<file path="config.mk">
export PLATFORM = sky130hd
export DESIGN_NAME = mc_sequencer_flat
export DESIGN_NICKNAME = d
export VERILOG_FILES = /design/src/rtl/mc_sequencer_if.sv /design/src/rtl/mc_sequencer.sv /design/src/flat_wrapper.sv
export SDC_FILE = /design/constraint.sdc
export NUM_CORES = 1
export LEC_CHECK = 0
export CAP_MARGIN = 0
export CORE_MARGIN = 2
export CORE_UTILIZATION = 45
export CTS_BUF_LIST = sky130_fd_sc_hd__clkbuf_4
export CTS_CLUSTER_DIAMETER = 120
export CTS_CLUSTER_SIZE = 28
export DETAILED_ROUTE_END_ITERATION = 7
export GPL_TIMING_DRIVEN = 1
export PLACE_DENSITY = 0.79
export SLEW_MARGIN = 30
export SYNTH_ARGS = -nofsm -noshare
export SYNTH_HDL_FRONTEND = slang
export SYNTH_SLANG_ARGS = --single-unit
</file>
<file path="constraint.sdc">
create_clock -name clk -period 2.6 [get_ports clk]
set_input_delay 0.39 -clock clk [delete_from_list [all_inputs] [get_ports clk]]
set_output_delay 0.39 -clock clk [all_outputs]
set_load 0.03 [all_outputs]
</file>
<file path="src/rtl/mc_sequencer_if.sv">
// Control/status bundle between the multi-cycle sequencer and its environment.
// The master drives run, IR fields and memory ready; the slave (sequencer) reports state and events.
interface mc_sequencer_if;
    logic        run;
    logic [5:0]  opcode;
    logic [5:0]  funct;
    logic        mem_ready;
    logic [5:0]  state;
    logic        stall;
    logic        instr_done;
    logic        illegal;
    logic [15:0] retired;

    modport master (
        output run,
        output opcode,
        output funct,
        output mem_ready,
        input  state,
        input  stall,
        input  instr_done,
        input  illegal,
        input  retired
    );

    modport slave (
        input  run,
        input  opcode,
        input  funct,
        input  mem_ready,
        output state,
        output stall,
        output instr_done,
        output illegal,
        output retired
    );
endinterface

</file>
<file path="src/rtl/mc_sequencer.sv">
// Multi-cycle instruction sequencer: walks IF/ID/EXEC/MEM/WB per opcode class,
// flags stalls, completions and illegal instructions, and counts retired instructions.
module mc_sequencer (
    input  logic          clk,
    input  logic          reset,
    mc_sequencer_if.slave bus
);

    typedef enum logic [2:0] {
        ST_ID   = 3'd0,
        ST_IF   = 3'd1,
        ST_EXEC = 3'd2,
        ST_MEM  = 3'd3,
        ST_WB   = 3'd4,
        ST_HALT = 3'd5
    } state_t;

    typedef enum logic [3:0] {
        CL_LW,
        CL_SW,
        CL_J,
        CL_JAL,
        CL_BR,
        CL_IMM,
        CL_RALU,
        CL_JR,
        CL_ILL
    } class_t;

    localparam logic [5:0] OP_RTYPE = 6'b000000;
    localparam logic [5:0] OP_J     = 6'b000010;
    localparam logic [5:0] OP_JAL   = 6'b000011;
    localparam logic [5:0] OP_BEQ   = 6'b000100;
    localparam logic [5:0] OP_BNE   = 6'b000101;
    localparam logic [5:0] OP_ADDI  = 6'b001000;
    localparam logic [5:0] OP_XORI  = 6'b001110;
    localparam logic [5:0] OP_LW    = 6'b100011;
    localparam logic [5:0] OP_SW    = 6'b101011;

    localparam logic [5:0] FN_JR    = 6'b001000;
    localparam logic [5:0] FN_ADD   = 6'b100000;
    localparam logic [5:0] FN_SUB   = 6'b100010;
    localparam logic [5:0] FN_SLT   = 6'b101010;

    state_t      state_q;
    state_t      state_d;
    state_t      end_state;
    class_t      cls;
    logic        stall;
    logic        done;
    logic        ill;
    logic        mem_class;
    logic [15:0] retired_q;

    // IR is decoded continuously; the environment keeps it stable from ID until end
    always_comb begin
        cls = CL_ILL;
        case (bus.opcode)
            OP_LW:   cls = CL_LW;
            OP_SW:   cls = CL_SW;
            OP_J:    cls = CL_J;
            OP_JAL:  cls = CL_JAL;
            OP_BEQ,
            OP_BNE:  cls = CL_BR;
            OP_ADDI,
            OP_XORI: cls = CL_IMM;
            OP_RTYPE: begin
                case (bus.funct)
                    FN_ADD,
                    FN_SUB,
                    FN_SLT:  cls = CL_RALU;
                    FN_JR:   cls = CL_JR;
                    default: cls = CL_ILL;
                endcase
            end
            default: cls = CL_ILL;
        endcase
    end

    always_comb begin
        end_state = bus.run ? ST_IF : ST_HALT;
        mem_class = (cls == CL_LW) || (cls == CL_SW);
    end

    always_ff @(posedge clk or posedge reset) begin
        if (reset) begin
            state_q <= ST_HALT;
        end else begin
            state_q <= state_d;
        end
    end

    always_comb begin
        stall = 1'b0;
        done  = 1'b0;
        ill   = 1'b0;
        case (state_q)
            ST_IF: begin
                stall = !bus.mem_ready;
            end
            ST_ID: begin
                done = (cls == CL_J);
                ill  = (cls == CL_ILL);
            end
            ST_EXEC: begin
                done = (cls == CL_JR);
            end
            ST_MEM: begin
                // Only data accesses wait on memory; the branch MEM slot is a fixed single cycle
                if (mem_class) begin
                    stall = !bus.mem_ready;
                    done  = (cls == CL_SW) && bus.mem_ready;
                end
            end
            ST_WB: begin
                done = (cls inside {CL_LW, CL_BR, CL_JAL, CL_IMM, CL_RALU});
            end
            default: begin
                stall = 1'b0;
            end
        endcase
    end

    always_comb begin
        state_d = state_q;
        case (state_q)
            ST_HALT: begin
                if (bus.run) state_d = ST_IF;
            end
            ST_IF: begin
                if (bus.mem_ready) state_d = ST_ID;
            end
            ST_ID: begin
                if (done || ill) state_d = end_state;
                else             state_d = ST_EXEC;
            end
            ST_EXEC: begin
                case (cls)
                    CL_LW, CL_SW, CL_BR:      state_d = ST_MEM;
                    CL_JAL, CL_IMM, CL_RALU:  state_d = ST_WB;
                    default:                  state_d = end_state;
                endcase
            end
            ST_MEM: begin
                if (stall) begin
                    state_d = ST_MEM;
                end else begin
                    case (cls)
                        CL_LW, CL_BR: state_d = ST_WB;
                        default:      state_d = end_state;
                    endcase
                end
            end
            ST_WB: begin
                state_d = end_state;
            end
            default: begin
                state_d = ST_HALT;
            end
        endcase
    end

    always_ff @(posedge clk or posedge reset) begin
        if (reset) begin
            retired_q <= '0;
        end else if (done) begin
            retired_q <= retired_q + 16'd1;
        end
    end

    always_ff @(posedge clk) begin
        if (!reset) begin
            assert ($onehot0({stall, done, ill}))
                else $error("stall/instr_done/illegal overlap");
        end
    end

    assign bus.state      = {3'b000, state_q};
    assign bus.stall      = stall;
    assign bus.instr_done = done;
    assign bus.illegal    = ill;
    assign bus.retired    = retired_q;

endmodule

</file>
<file path="src/flat_wrapper.sv">
// flat-port wrapper written by rule: the top's interface ports become plain ports
module mc_sequencer_flat 
  (clk, reset, bus_run, bus_opcode, bus_funct, bus_mem_ready, bus_state, bus_stall, bus_instr_done, bus_illegal, bus_retired);
  mc_sequencer_if bus_i ();
  input  logic clk;
  input  logic reset;
  input wire logic [$bits(bus_i.run)-1:0] bus_run;
  input wire logic [$bits(bus_i.opcode)-1:0] bus_opcode;
  input wire logic [$bits(bus_i.funct)-1:0] bus_funct;
  input wire logic [$bits(bus_i.mem_ready)-1:0] bus_mem_ready;
  output wire logic [$bits(bus_i.state)-1:0] bus_state;
  output wire logic [$bits(bus_i.stall)-1:0] bus_stall;
  output wire logic [$bits(bus_i.instr_done)-1:0] bus_instr_done;
  output wire logic [$bits(bus_i.illegal)-1:0] bus_illegal;
  output wire logic [$bits(bus_i.retired)-1:0] bus_retired;
  assign bus_i.run = bus_run;
  assign bus_i.opcode = bus_opcode;
  assign bus_i.funct = bus_funct;
  assign bus_i.mem_ready = bus_mem_ready;
  assign bus_state = bus_i.state;
  assign bus_stall = bus_i.stall;
  assign bus_instr_done = bus_i.instr_done;
  assign bus_illegal = bus_i.illegal;
  assign bus_retired = bus_i.retired;
  mc_sequencer u_core (.clk(clk), .reset(reset), .bus(bus_i));
endmodule
</file>
==> summary.txt <==
Setup path
  – Worst Path Buf+Inv: 4
  – Slowest cell on crit path: or4b_4
  – Crit path DAT: 2.13 ns
  – CP startpoint kind: input pin
  – CP required: 2.21 ns
  – Critical-path cell list: buf_2 > or4b_4 > or3_4 > nand3_4 > a2111oi_2 > nor3_2 > buf_4 > inv_2 > buf_6
  – Top delay family on crit path: simple AND/OR/NAND/NOR gates
  – CP max stage delay: 0.55 ns
  – Max FO, Critical Path: 5
  – Setup CP Type: in -> out
  – CP Capture Type: output pin

Power
  – Leakage: 1.01 nW
  – Sw Ratio: 40.4%
  – Int Pwr: 0.642 mW
  – PD cells: 503 nW/um^2
  – Peak supply drop: 0.251 mV
  – NetSw: 0.436 mW
  – Combinational Power Share: 47.4%
  – Clock power frac: 13.9%
  – Part of the power in registers: 38.7%

Logic synthesis
  – Synth top area share: 29.2%
  – Post-Syn Area per Cell: 8.83 um^2
  – Yosys top cell by area: dfrtp_1
  – Count of cell types in the netlist: 58
  – Top FF cell, synth: dfrtp_1
  – Cell Area, Synth: 1460 um^2
  – Sequential element share of the synthesized area: 32.8%
  – Synthesis warning total: 0
  – Synth Instances: 165
  – Area contributors post-synth: dfrtp_1 29%, xor2_1 8.4%, dfstp_2 3.6%
  – Post-synth top cells: 17 x dfrtp_1, 14 x xor2_1, 13 x nor2_1
  – Most common cell in the netlist: dfrtp_1
  – Async SR Flop Fraction: 100%
  – Post-synth EDFFs: 0
  – FF+latch count, synth: 19

CTS
  – Clock transition at the registers of the reported paths: 0.12 ns
  – CTS Root Cell: clkbuf_4
  – CTS buffer count: 3
  – CTS H-tree lvls: 1
  – Clock sink count: 19
  – Clock Path Buffers: 2
  – Worst skew pair latency: 0.30 ns
  – CTS tree: yes

Global routing
  – Total track usage: 22.3%
  – Initial antenna violation count: 0
  – GRT overflow: 0
  – Largest net degree at the start of global routing: 20
  – Vias in the first global route: 1491
  – First-pass GRT wire length: 6360 um

Place
  – Buffers added on ports: 37
  – GP Congestion: 0.852
  – Post-DP HPWL: 2900 um
  – Placed Instances: 261

Layout
  – Share of cells above drive strength 1: 28.3%
  – Cell Count, Final, Fillers Out: 270
  – # diodes: 0
  – Area delta synth->final: 47.0%
  – Nets: 244
  – Final core utilization: 69.6%

Timing
  – Final Cycle Share: 96.9%
  – RSZ-0062 raised after global routing: no
  – Final setup vio count: 0
  – Tmin final: 2.52 ns
  – Post-Route Skew: 0.0118 ns
  – Setup TNS: 0 ns
  – Worst slew pin tran: 0.726 ns
  – Max Fclk: 397 MHz
  – Endpoints failing hold: 0
  – Pins Over Slew Limit: 0
  – Rel. slew slack: 51.6%

Die
  – Die W: 60.9 um
  – Num rows: 20
  – Initial Utilization: 47.4%
  – Io pins: 41
  – Die area: 3710 um^2
  – Core area: 3080 um^2
  – Die height: 60.9 um

Hold path
  – Hold WC Path Type: reg -> reg

Drt
  – Final WL: 3740 um
  – Pre-Repair DR Iteration Count: 7
  – Vias: 1486
  – WL per Instance: 13.9 um
  – Final ANT Viol Nets: 0
  – Via density: 5.50
  – DRT iter0 DRCs: 114
  – Drt drc: 0

Run status
  – Outcome: completed

Flow run
  – Max_cap viols: 0
==> worst register-to-register path: cells and delay by family, from the launching register on <==
kind	cells	cell delay, ns
buffers and inverters	3	0.44
XOR/XNOR	1	0.20
flip-flops	1	0.58
AO/OA/AOI/OAI	3	0.67
AND/OR/NAND/NOR	2	0.32
==> registers in the layout, indices dropped and copies added, names as in the netlist <==
register	flops
u_core.state_q	3
u_core.bus.retired	16
==> worst paths after layout <==
check	startpoint	to	slack, ns	cells after the start
max	bus_opcode[0]	bus_instr_done	0.08	9
min	u_core.bus.retired[14]	u_core.bus.retired[14]	0.49	1
max reg2reg	u_core.state_q[2]	u_core.bus.retired[12]	0.29	9
min reg2reg	u_core.bus.retired[14]	u_core.bus.retired[14]	0.49	1
max in group asynchronous	reset	u_core.bus.retired[3]	1.63	2
min in group asynchronous	reset	u_core.bus.retired[14]	0.50	2
==> logic make-up (layout without fill, tap and decap cells) <==
family,after synthesis,after routing,synth area share (%)
AOI/OAI and AO/OA,27,27,14.2
adders and majority gates,1,1,0.858
xor gates and xnor gates,17,17,10.2
DFF,19,19,32.8
muxes,3,3,2.23
and+or+nand+nor,78,78,32.6
buffers and inverters,19,78,6.87
other,1,3,0.257
==> layer usage <==
metal	vias to the layer above	wire, um	GRT usage (%)
li1	711	-	-
met4	0	16	6.52
met2	64	2000	42.9
met5	-	0	0
met3	4	221	2.99
met1	707	1500	25.5
==> layout by cell type (no fill, tap or decap), types with 4 or more instances in the layout <==
cell,n
nand3_1,5
nand2b_1,6
nor3b_1,6
inv_1,4
buf_2,4
nor2_1,13
nand2_1,11
xor2_1,14
nor3_1,6
dfrtp_1,17
buf_4,33
o21ai_0,4
clkdlybuf4s50_1,28
==> what timing repair did <==
action | in CTS | in global routing
buffers inserted | 3 | 2
pin swaps | 7 | 8
hold endpoints to repair | 0 | 0
resized for setup | 28 | 8
setup endpoints to repair | 20 | 6
hold buffers | 0 | 0
==> area by class of cell <==
| type | instances | area [um^2] |
|---|---|---|
| Clock buffer | 3 | 22.5 |
| Clock inverter | 1 | 5.00 |
| Fill cell | 244 | 936 |
| Inverter | 5 | 18.8 |
| Multi-Input combinational cell | 129 | 973 |
| Sequential cell | 19 | 478 |
| Tap cell | 44 | 55.1 |
| Timing Repair Buffer | 69 | 589 |
==> stage by stage <==
stage	hold WS, ns	worst slack [ns]	power (mW)	area [um^2]
floorplan	0.340	0.0104	0.705	1470
global route	0.510	0.0117	1.15	2140
finish	0.492	0.0801	1.08	2140
detailed placement	0.482	-0.642	0.894	2000
global placement	0.462	-0.492	0.881	2000
CTS	0.500	0.000793	1.06	2110
==> power groups by stage <==
| stage | combinational [mW] | clock, mW | sequential, mW |
|---|---|---|---|
| after CTS | 0.476 | 0.151 | 0.428 |
| final | 0.511 | 0.150 | 0.417 |
| after global routing | 0.548 | 0.170 | 0.427 |
| after floorplan | 0.236 | 0 | 0.468 |
| after detailed placement | 0.463 | 0 | 0.431 |
| after global placement | 0.454 | 0 | 0.427 |
Note: power is estimated with default switching activity, not from simulation.
